<file path="config.mk">
export PLATFORM = sky130hd
export DESIGN_NAME = mem_arbiter
export DESIGN_NICKNAME = d
export VERILOG_FILES = /design/src/rtl/mem_pkg.sv /design/src/rtl/rr_arb2.sv /design/src/rtl/mem_arbiter.sv
export SDC_FILE = /design/constraint.sdc
export NUM_CORES = 1
export LEC_CHECK = 0
export CAP_MARGIN = 20
export CORE_AREA = 3 3 103 105
export CTS_CLUSTER_DIAMETER = 60
export DETAILED_ROUTE_END_ITERATION = 8
export DIE_AREA = 0 0 106 108
export GPL_TIMING_DRIVEN = 0
export PLACE_DENSITY_LB_ADDON = 0.25
export SETUP_SLACK_MARGIN = 0.05
export SYNTH_ARGS = -nofsm -noshare
export SYNTH_HDL_FRONTEND = slang
export SYNTH_SLANG_ARGS = --single-unit
</file>
<file path="constraint.sdc">
create_clock -name clk -period 3.1 [get_ports clk]
set_clock_uncertainty 0.2 [all_clocks]
set_input_delay 0.62 -clock clk [delete_from_list [all_inputs] [get_ports clk]]
set_output_delay 0.62 -clock clk [all_outputs]
set_load 0.01 [all_outputs]
</file>
<file path="src/rtl/mem_pkg.sv">
// +----------------------------------------------------------------------+
// | mem_pkg : shared memory geometry, port id and request types           |
// | Rev 1.0                                                               |
// +----------------------------------------------------------------------+
`default_nettype none

package mem_pkg;

    localparam int MEM_AW = 10;
    localparam int MEM_DW = 32;

    typedef logic port_id_t;

    typedef struct packed {
        logic              we;
        logic [MEM_AW-1:0] addr;
        logic [MEM_DW-1:0] wdata;
    } mem_req_t;

endpackage

`default_nettype wire

</file>
<file path="src/rtl/rr_arb2.sv">
// +----------------------------------------------------------------------+
// | rr_arb2 : two-way round-robin grant with last_grant history           |
// | Rev 1.0                                                               |
// +----------------------------------------------------------------------+
`default_nettype none

module rr_arb2
    import mem_pkg::*;
(
    input  logic       clk,
    input  logic       rst,
    input  logic [1:0] valid_i,
    input  logic       accept_i,
    output port_id_t   grant_o
);

    port_id_t last_grant_q;
    port_id_t last_grant_d;

    always_comb begin
        grant_o = ~last_grant_q;
        case (valid_i)
            2'b01:   grant_o = 1'b0;
            2'b10:   grant_o = 1'b1;
            default: grant_o = ~last_grant_q;
        endcase
    end

    assign last_grant_d = accept_i ? grant_o : last_grant_q;

    // Reset to 1 so port 0 wins the first contention.
    always_ff @(posedge clk) begin
        if (rst) begin
            last_grant_q <= 1'b1;
        end else begin
            last_grant_q <= last_grant_d;
        end
    end

endmodule

`default_nettype wire

</file>
<file path="src/rtl/mem_arbiter.sv">
// +----------------------------------------------------------------------+
// | mem_arbiter : 2-port round-robin front end for single-port memory     |
// | Option: define ARB_WR_ACK_EN to acknowledge writes on rspN_valid_o    |
// | Rev 1.0                                                               |
// +----------------------------------------------------------------------+
`default_nettype none

module mem_arbiter
    import mem_pkg::*;
#(
    parameter int AW = MEM_AW,
    parameter int DW = MEM_DW,
    parameter int CW = 16
) (
    input  logic          clk,
    input  logic          rst,
    input  logic          req0_valid_i,
    output logic          req0_ready_o,
    input  logic          req0_we_i,
    input  logic [AW-1:0] req0_addr_i,
    input  logic [DW-1:0] req0_wdata_i,
    input  logic          req1_valid_i,
    output logic          req1_ready_o,
    input  logic          req1_we_i,
    input  logic [AW-1:0] req1_addr_i,
    input  logic [DW-1:0] req1_wdata_i,
    output logic          rsp0_valid_o,
    output logic [DW-1:0] rsp0_rdata_o,
    output logic          rsp1_valid_o,
    output logic [DW-1:0] rsp1_rdata_o,
    output logic [CW-1:0] cnt0_o,
    output logic [CW-1:0] cnt1_o,
    output logic          mem_we_o,
    output logic [AW-1:0] mem_addr_o,
    output logic [DW-1:0] mem_din_o,
    input  logic [DW-1:0] mem_dout_i
);

    logic [1:0]    valid;
    logic [1:0]    ready;
    logic          accept;
    port_id_t      grant;
    mem_req_t      req [2];
    mem_req_t      sel;
    logic [CW-1:0] cnt_q [2];
    logic [CW-1:0] cnt_d [2];
    logic          rsp_act;
    port_id_t      rsp_port;
    logic          rsp_zero;

    assign valid = {req1_valid_i, req0_valid_i};

    always_comb begin
        req[0] = '{we: req0_we_i, addr: req0_addr_i, wdata: req0_wdata_i};
        req[1] = '{we: req1_we_i, addr: req1_addr_i, wdata: req1_wdata_i};
    end

    rr_arb2 u_rr_arb2 (
        .clk      (clk),
        .rst      (rst),
        .valid_i  (valid),
        .accept_i (accept),
        .grant_o  (grant)
    );

    assign ready[0]     = ~rst & valid[0] & (grant == 1'b0);
    assign ready[1]     = ~rst & valid[1] & (grant == 1'b1);
    assign accept       = |ready;
    assign req0_ready_o = ready[0];
    assign req1_ready_o = ready[1];
    assign sel          = req[grant];

    // Idle cycles park the port on a harmless read of address 0.
    always_comb begin
        mem_we_o   = 1'b0;
        mem_addr_o = '0;
        mem_din_o  = '0;
        if (accept) begin
            mem_we_o   = sel.we;
            mem_addr_o = sel.addr;
            mem_din_o  = sel.wdata;
        end
    end

    always_comb begin
        for (int i = 0; i < 2; i++) begin
            cnt_d[i] = cnt_q[i];
            if (ready[i] && (cnt_q[i] != {CW{1'b1}})) begin
                cnt_d[i] = cnt_q[i] + CW'(1);
            end
        end
    end

    always_ff @(posedge clk) begin
        for (int i = 0; i < 2; i++) begin
            if (rst) begin
                cnt_q[i] <= '0;
            end else begin
                cnt_q[i] <= cnt_d[i];
            end
        end
    end

    assign cnt0_o = cnt_q[0];
    assign cnt1_o = cnt_q[1];

`ifdef ARB_WR_ACK_EN
    logic     pend_q;
    logic     pend_d;
    logic     pend_we_q;
    logic     pend_we_d;
    port_id_t pend_port_q;
    port_id_t pend_port_d;

    assign pend_d      = accept;
    assign pend_we_d   = sel.we;
    assign pend_port_d = grant;

    always_ff @(posedge clk) begin
        if (rst) begin
            pend_q      <= 1'b0;
            pend_we_q   <= 1'b0;
            pend_port_q <= 1'b0;
        end else begin
            pend_q      <= pend_d;
            pend_we_q   <= pend_we_d;
            pend_port_q <= pend_port_d;
        end
    end

    assign rsp_act  = pend_q;
    assign rsp_port = pend_port_q;
    assign rsp_zero = pend_we_q;
`else
    logic     rd_pend_q;
    logic     rd_pend_d;
    port_id_t rd_port_q;
    port_id_t rd_port_d;

    assign rd_pend_d = accept & ~sel.we;
    assign rd_port_d = grant;

    always_ff @(posedge clk) begin
        if (rst) begin
            rd_pend_q <= 1'b0;
            rd_port_q <= 1'b0;
        end else begin
            rd_pend_q <= rd_pend_d;
            rd_port_q <= rd_port_d;
        end
    end

    assign rsp_act  = rd_pend_q;
    assign rsp_port = rd_port_q;
    assign rsp_zero = 1'b0;
`endif

    // Gating with rst drops a response that was in flight when reset hit.
    assign rsp0_valid_o = ~rst & rsp_act & (rsp_port == 1'b0);
    assign rsp1_valid_o = ~rst & rsp_act & (rsp_port == 1'b1);
    assign rsp0_rdata_o = (rsp0_valid_o & ~rsp_zero) ? mem_dout_i : '0;
    assign rsp1_rdata_o = (rsp1_valid_o & ~rsp_zero) ? mem_dout_i : '0;

endmodule

`default_nettype wire

</file>
# After elaboration in Yosys (flattened, before gate mapping)
# Memory sizes are Yosys's and may differ from the RTL's.
# Cells that the tools add are included.
classes:
  n_addsub: 2
  n_lt_le_gt_ge: 1
  n_eq_ne: 4
  n_mux: 16
  bitwise_logic: 16
  n_reduce_logical: 3
op_table:
  columns: ["operator", "n"]
  rows:
  - ["43-bit two-way mux", 3]
  - ["32-bit two-way mux", 3]
  - ["16-bit two-way mux", 4]
  - ["16-bit by 1-bit adder with 16-bit output (second input constant)", 2]
  - ["16-bit != test (second input constant)", 2]
  - ["10-bit two-way mux", 1]
  - ["1-bit AND", 8]
  - ["1-bit NOT", 5]
  - ["1-bit two-way mux", 4]
  - ["2-bit by 1-bit == test with 1-bit output (second input constant)", 1]
  - ["2-bit == test (second input constant)", 1]
  - ["2-bit greater-or-equal comparator (second input constant)", 1]
  - ["1-bit logical AND", 2]
  - ["1-bit NOT with 2-bit output", 1]
  - ["1-bit OR", 2]
  - ["1-bit one-hot mux with 2 select lines", 1]
  - ["2-bit OR reduction", 1]
word_totals:
  register_bits: 3
  mem_bits_rw: 32
  inputBits: 122
  out_inout_bits: 143
  wordCells: 46
  mem_count: 1
memory_table:
  columns: ["memory", "depth", "width", "read_ports", "rd_clocked_by_memory_dff", "write_ports", "line_no", "rtl"]
  rows:
  - ["cnt_q", 2, 16, 2, 0, 2, "mem_arbiter.sv:45", "logic [CW-1:0] cnt_q [2];"]

# Depth between registers and ports, before layout
depth:
  word_depth: 8
  mapped_depth: 10
  depth_no_buf: 7

# Hierarchy
# Synthesis repeated with hierarchy kept, for this count alone.
hier_totals:
  hier_cells: 373
  hier_area_um2: 2855.2
by_module_without_submodules:
  columns: ["module", "instances", "cells_per_inst", "area_each_um2", "seq_area_each_um2"]
  rows:
  - ["mem_arbiter", 1, 363, 2782.7, 680.7]
  - ["rr_arb2", 1, 10, 72.6, 20.0]

# Worst setup path before layout
# No wires, ideal clock.
synth_timing:
  kind: "input-to-output"
  startpoint: "input req0_valid_i"
  endpoint: "output mem_we_o"
  arrival_ns: 2.149
  required_time_ns: 2.280
  setup_slack_ns: 0.131
  cell_stages: 10
  path_buffers: 3
  cell_sequence: "inv_1 -> ha_1 -> nand2b_1 -> buf_2 -> a21o_1 -> buf_2 -> inv_1 -> nor2_1 -> buf_2 -> nor2_1"
synth_between:
  word_cells_on_any_way: 13
  cone_classes: "eq/ne (2); mux (5); bitwise (5); reduce/logical (1)"
synth_rtl:
  columns: ["element", "line_no", "rtl"]
  rows:
  - ["start, declared", "mem_arbiter.sv:17", "input logic req0_valid_i,"]
  - ["2-bit == test or 2-bit by 1-bit == test with 1-bit output (tied branches)", "rr_arb2.sv:22", "case (valid_i)"]
  - ["1-bit one-hot mux with 2 select lines *", "rr_arb2.sv:22", null]
  - ["1-bit AND *", "mem_arbiter.sv:67", "assign ready[1] = ~rst & valid[1] & (grant == 1'b1);"]
  - ["via req1_ready_o", "mem_arbiter.sv:23", "output logic req1_ready_o,"]
  - ["2-bit OR reduction *", "mem_arbiter.sv:68", "assign accept = |ready;"]
  - ["1-bit two-way mux *", "mem_arbiter.sv:78", "if (accept) begin"]
  - ["end, declared", "mem_arbiter.sv:33", "output logic mem_we_o,"]
# The timed path passes the listed nets; every way through them passes the cells marked *. The select of a mux whose other input is x is not followed.

# Worst setup path after layout
layout_timing:
  startpoint: "input req1_valid_i"
  endpoint: "output mem_din_o[18]"
layout_between:
  elab_chain_cells: 7
  word_cells_on_any_way: 13
  cone_classes: "eq/ne (2); mux (5); bitwise (5); reduce/logical (1)"
layout_rtl:
  columns: ["element", "line_no", "rtl"]
  rows:
  - ["start, declared", "mem_arbiter.sv:22", "input logic req1_valid_i,"]
  - ["2-bit == test or 2-bit by 1-bit == test with 1-bit output (tied branches)", "rr_arb2.sv:22", null]
  - ["1-bit one-hot mux with 2 select lines", "rr_arb2.sv:22", null]
  - ["1-bit NOT with 2-bit output (implied by the code)", "mem_arbiter.sv:71", "assign sel = req[grant];"]
  - ["43-bit two-way mux (implied by the code) (3 in a row)", "mem_arbiter.sv:71", null]
  - ["32-bit two-way mux *", "mem_arbiter.sv:78", null]
  - ["end, declared", "mem_arbiter.sv:35", "output logic [DW-1:0] mem_din_o,"]
# Every way passes the cells marked *; elsewhere a longest branch is shown, timed or not. The select of a mux whose other input is x is not followed.

==> run summary <==
================================================================================
Status                                                              finished clean
M3 GR Usage                                                                0.141
Post-Syn Area                                                         2920 sq um
Total power consumption of the routed design                             1.42 mW
Met1 global-route usage                                                    0.322
Area share of the largest cell type after synthesis                        0.240
Number of antenna violations at the first check in global routing              3
Total routing usage reported by global routing                             0.261
Total vias in the final route                                              4,350
Final-report hold violation count                                              0
Average wire per cell in the routed design                          18.8 microns
Count of inserted antenna diode cells                                          0
Post-synthesis cell count                                                    436
Max-Slew Margin vs Limit                                                   0.625
Number of input and output port buffers inserted                             264
Maximum achievable frequency                                           0.331 GHz
Max Cap Viol                                                                   0
Yosys reg bits                                                                35
Startpoint of the worst register-to-register path                    cnt_q[1][0]
Via density per instance                                                    5.12
Cell depth of the worst flop-to-flop path                                      5
Most common library cell in the layout ignoring fill and taps       sky130_fd_sc_hd__clkdlybuf4s50_1
Largest net degree at the start of global routing                             12
Worst voltage drop across the vdd grid                                    229 uV
Core area                                                             9730 sq um
CTS sink count                                                                35
Clk_lat worst skew                                                       0.29 ns
Ys flop type                                                        sky130_fd_sc_hd__dfxtp_1
Busiest grt layer                                                           met2
Die ar.                                                             11,400 sq um
Leakage                                                                  2.87 nW
Buffer cell driving the clock tree root                             sky130_fd_sc_hd__clkbuf_8
Final critical-path share of the clock period                              0.975
Worst hold-check path type                                          register to register
Nature of the critical path endpoint                                  output pin
Reg clk slew, reported paths                                             0.07 ns
Hold buffer count at cts                                                       0
Effective utilization at floorplan                                         0.300
Number of ports placed on the die boundary                                   265
Routability cong.                                                          0.858
Endpoint of the lowest-slack register-to-register path              cnt_q[1][10]
Most frequent cells in the layout                                   sky130_fd_sc_hd__clkdlybuf4s50_1, sky130_fd_sc_hd__nand2_1, sky130_fd_sc_hd__and2_1
RSZ-0062 raised after global routing                                         yes
R2R setup slack                                                          0.79 ns
Number of cell rows                                                           36
Post-synthesis cell type with the largest combined area             sky130_fd_sc_hd__dfxtp_1
Data arrival time of the worst path                                      2.20 ns
Clock H-tree levels                                                            2
Met2 Resource Use GR                                                       0.407
Origin of the worst setup path                                      req1_valid_i
Final critical path time including I/O delays and setup                  3.02 ns
Final HPWL from detailed placement                                  12,600 microns
Critical path class                                                 input port to output pin
Net count after synthesis                                                    562
Die span in x                                                        106 microns
EDFF count, synth                                                              0
Power density over cell area                                         238 nW/um^2
Vias in the first global route                                             4,167
Final count of pins violating max slew                                         0
Wire length of the first global-routing pass                        23,400 microns
Total CTS buffers                                                              5
Total wire length                                                   15,900 microns
Total gr overflow                                                              0
Yosys warning total                                                            0
Number of unique standard cell types used by synthesis                        45
Sequential share of the synthesized area                                   0.240
Pre-Repair DR Iteration Count                                                  5
Mapped Avg Cell Area                                                  6.70 sq um
Req. time, crit path                                                     2.28 ns
DRT iter0 DRCs                                                               301
Leading post-synthesis cells by cell area                           sky130_fd_sc_hd__dfxtp_1, sky130_fd_sc_hd__and2_1, sky130_fd_sc_hd__nand2_1
Maximum clock path buffer count                                                2
Endpoint of the most critical setup path                            mem_din_o[18]
Ratio of cells with drive above 1 in the final layout                      0.185
Height of the die                                                    108 microns
Slew at the pin closest to its max-slew limit                           0.562 ns
Worst hold path stage count                                                    1
Worst-path maximum fanout                                                     10
Drc violations                                                                 0
Setup-violating endpoint count in the final report                             0
Post-synthesis async set-or-reset flop share                                   0
Layout net count                                                             842
Kind of start point of the critical path                              input port
Final hold slack                                                        0.293 ns
Post-detailed-route count of antenna-violating nets                            0
Clock tree from TritonCTS                                                   done
Growth of design area from synthesis to finish                              104%
================================================================================
-- critical path: stages --
cell and delay [ns]:
sky130_fd_sc_hd__buf_8 0.12, sky130_fd_sc_hd__ha_4 0.29, sky130_fd_sc_hd__nand2b_4 0.05, sky130_fd_sc_hd__buf_6 0.13
sky130_fd_sc_hd__a21o_1 0.18, sky130_fd_sc_hd__buf_6 0.13, sky130_fd_sc_hd__inv_8 0.05, sky130_fd_sc_hd__nor2_4 0.04
sky130_fd_sc_hd__buf_4 0.15, sky130_fd_sc_hd__buf_6 0.15, sky130_fd_sc_hd__a21oi_2 0.13, sky130_fd_sc_hd__buf_2 0.16
-- routing by layer --
layer | vias up | part of all wire
li1 | 2087 | -
met1 | 2008 | 0.41
met5 | - | 0.0021
met3 | 21 | 0.13
met4 | 6 | 0.012
met2 | 228 | 0.44
-- stage by stage --
step	utilization	instance area (sq um)	TNS, ns	setup WS [ns]	instances
6_report	0.613	5960	0	0.0761	850
3_3_place_gp	0.589	5730	-105.82	-1.26	833
4_1_cts	0.600	5840	0	0.0509	850
3_5_place_dp	0.589	5730	-111.67	-1.36	833
5_1_grt	0.613	5960	0	0.00746	850
2_1_floorplan	-	2920	0	0.131	436
-- sequential cells by signal (all words and copies together) (netlist names) --
register                count
cnt_q                      32
rd_pend_q                   1
rd_port_q                   1
u_rr_arb2.last_grant_q      1
-- final cells by class --
| class | count | area, sq um |
|---|---|---|
| Buffer | 30 | 218 |
| Sequential cell | 35 | 701 |
| Multi-Input combinational cell | 363 | 2210 |
| Clock buffer | 6 | 82.6 |
| Tap cell | 133 | 166 |
| Clock inverter | 2 | 35.0 |
| Fill cell | 931 | 3770 |
| Timing Repair Buffer | 274 | 2510 |
| Inverter | 7 | 38.8 |
-- power by group --
group | leakage (nW) | internal, mW | switching (mW)
clock | 0.0612 | 0.260 | 0.171
sequential | 0.283 | 0.454 | 0.00562
combinational | 2.53 | 0.283 | 0.244
total | 2.87 | 0.998 | 0.421
-- worst min path at each step --
stage	startpoint	endpoint
final	cnt_q[1][15]	cnt_q[1][15]
after global routing	cnt_q[1][15]	cnt_q[1][15]
after CTS	cnt_q[1][15]	cnt_q[1][15]
after floorplan	u_rr_arb2.last_grant_q	u_rr_arb2.last_grant_q
after detailed placement	cnt_q[0][7]	cnt_q[0][7]
after global placement	u_rr_arb2.last_grant_q	u_rr_arb2.last_grant_q
-- cells in the mapped netlist, types with 4 or more instances --
| cell | instances |
|---|---|
| sky130_fd_sc_hd__nand2_1 | 107 |
| sky130_fd_sc_hd__and2_1 | 66 |
| sky130_fd_sc_hd__a21oi_1 | 55 |
| sky130_fd_sc_hd__dfxtp_1 | 35 |
| sky130_fd_sc_hd__clkbuf_1 | 22 |
| sky130_fd_sc_hd__nand3_1 | 13 |
| sky130_fd_sc_hd__nor2_1 | 12 |
| sky130_fd_sc_hd__nand4_1 | 11 |
| sky130_fd_sc_hd__nor4_1 | 10 |
| sky130_fd_sc_hd__mux2i_1 | 8 |
| sky130_fd_sc_hd__buf_2 | 7 |
| sky130_fd_sc_hd__inv_1 | 6 |
| sky130_fd_sc_hd__nor2b_1 | 6 |
| sky130_fd_sc_hd__o21ai_0 | 6 |
| sky130_fd_sc_hd__and3_1 | 5 |
| sky130_fd_sc_hd__mux2_2 | 5 |
| sky130_fd_sc_hd__o311ai_0 | 5 |
| sky130_fd_sc_hd__o31ai_1 | 5 |
| sky130_fd_sc_hd__o41ai_1 | 5 |
| sky130_fd_sc_hd__or4_1 | 5 |
| sky130_fd_sc_hd__and4_1 | 4 |
| sky130_fd_sc_hd__ha_1 | 4 |
| sky130_fd_sc_hd__nor3_1 | 4 |
-- logic make-up after synthesis --
logic type,Yosys count,share of synthesized area
AND/OR/NAND/NOR,257,0.458
multiplexers,13,0.0467
AO/OA/AOI/OAI,89,0.185
flip-flops,35,0.240
adder cells (fa/ha/maj),4,0.0171
buffers and inverters,38,0.0531
-- timing repair --
action                                  in CTS  in global routing
gates resized for setup                    286                 43
buffers inserted                             9                  0
cloned                                       1                  0
endpoints found under the setup margin     111                 40
pin swaps                                    4                  0
No activity file was read; power rests on OpenSTA's default activity.
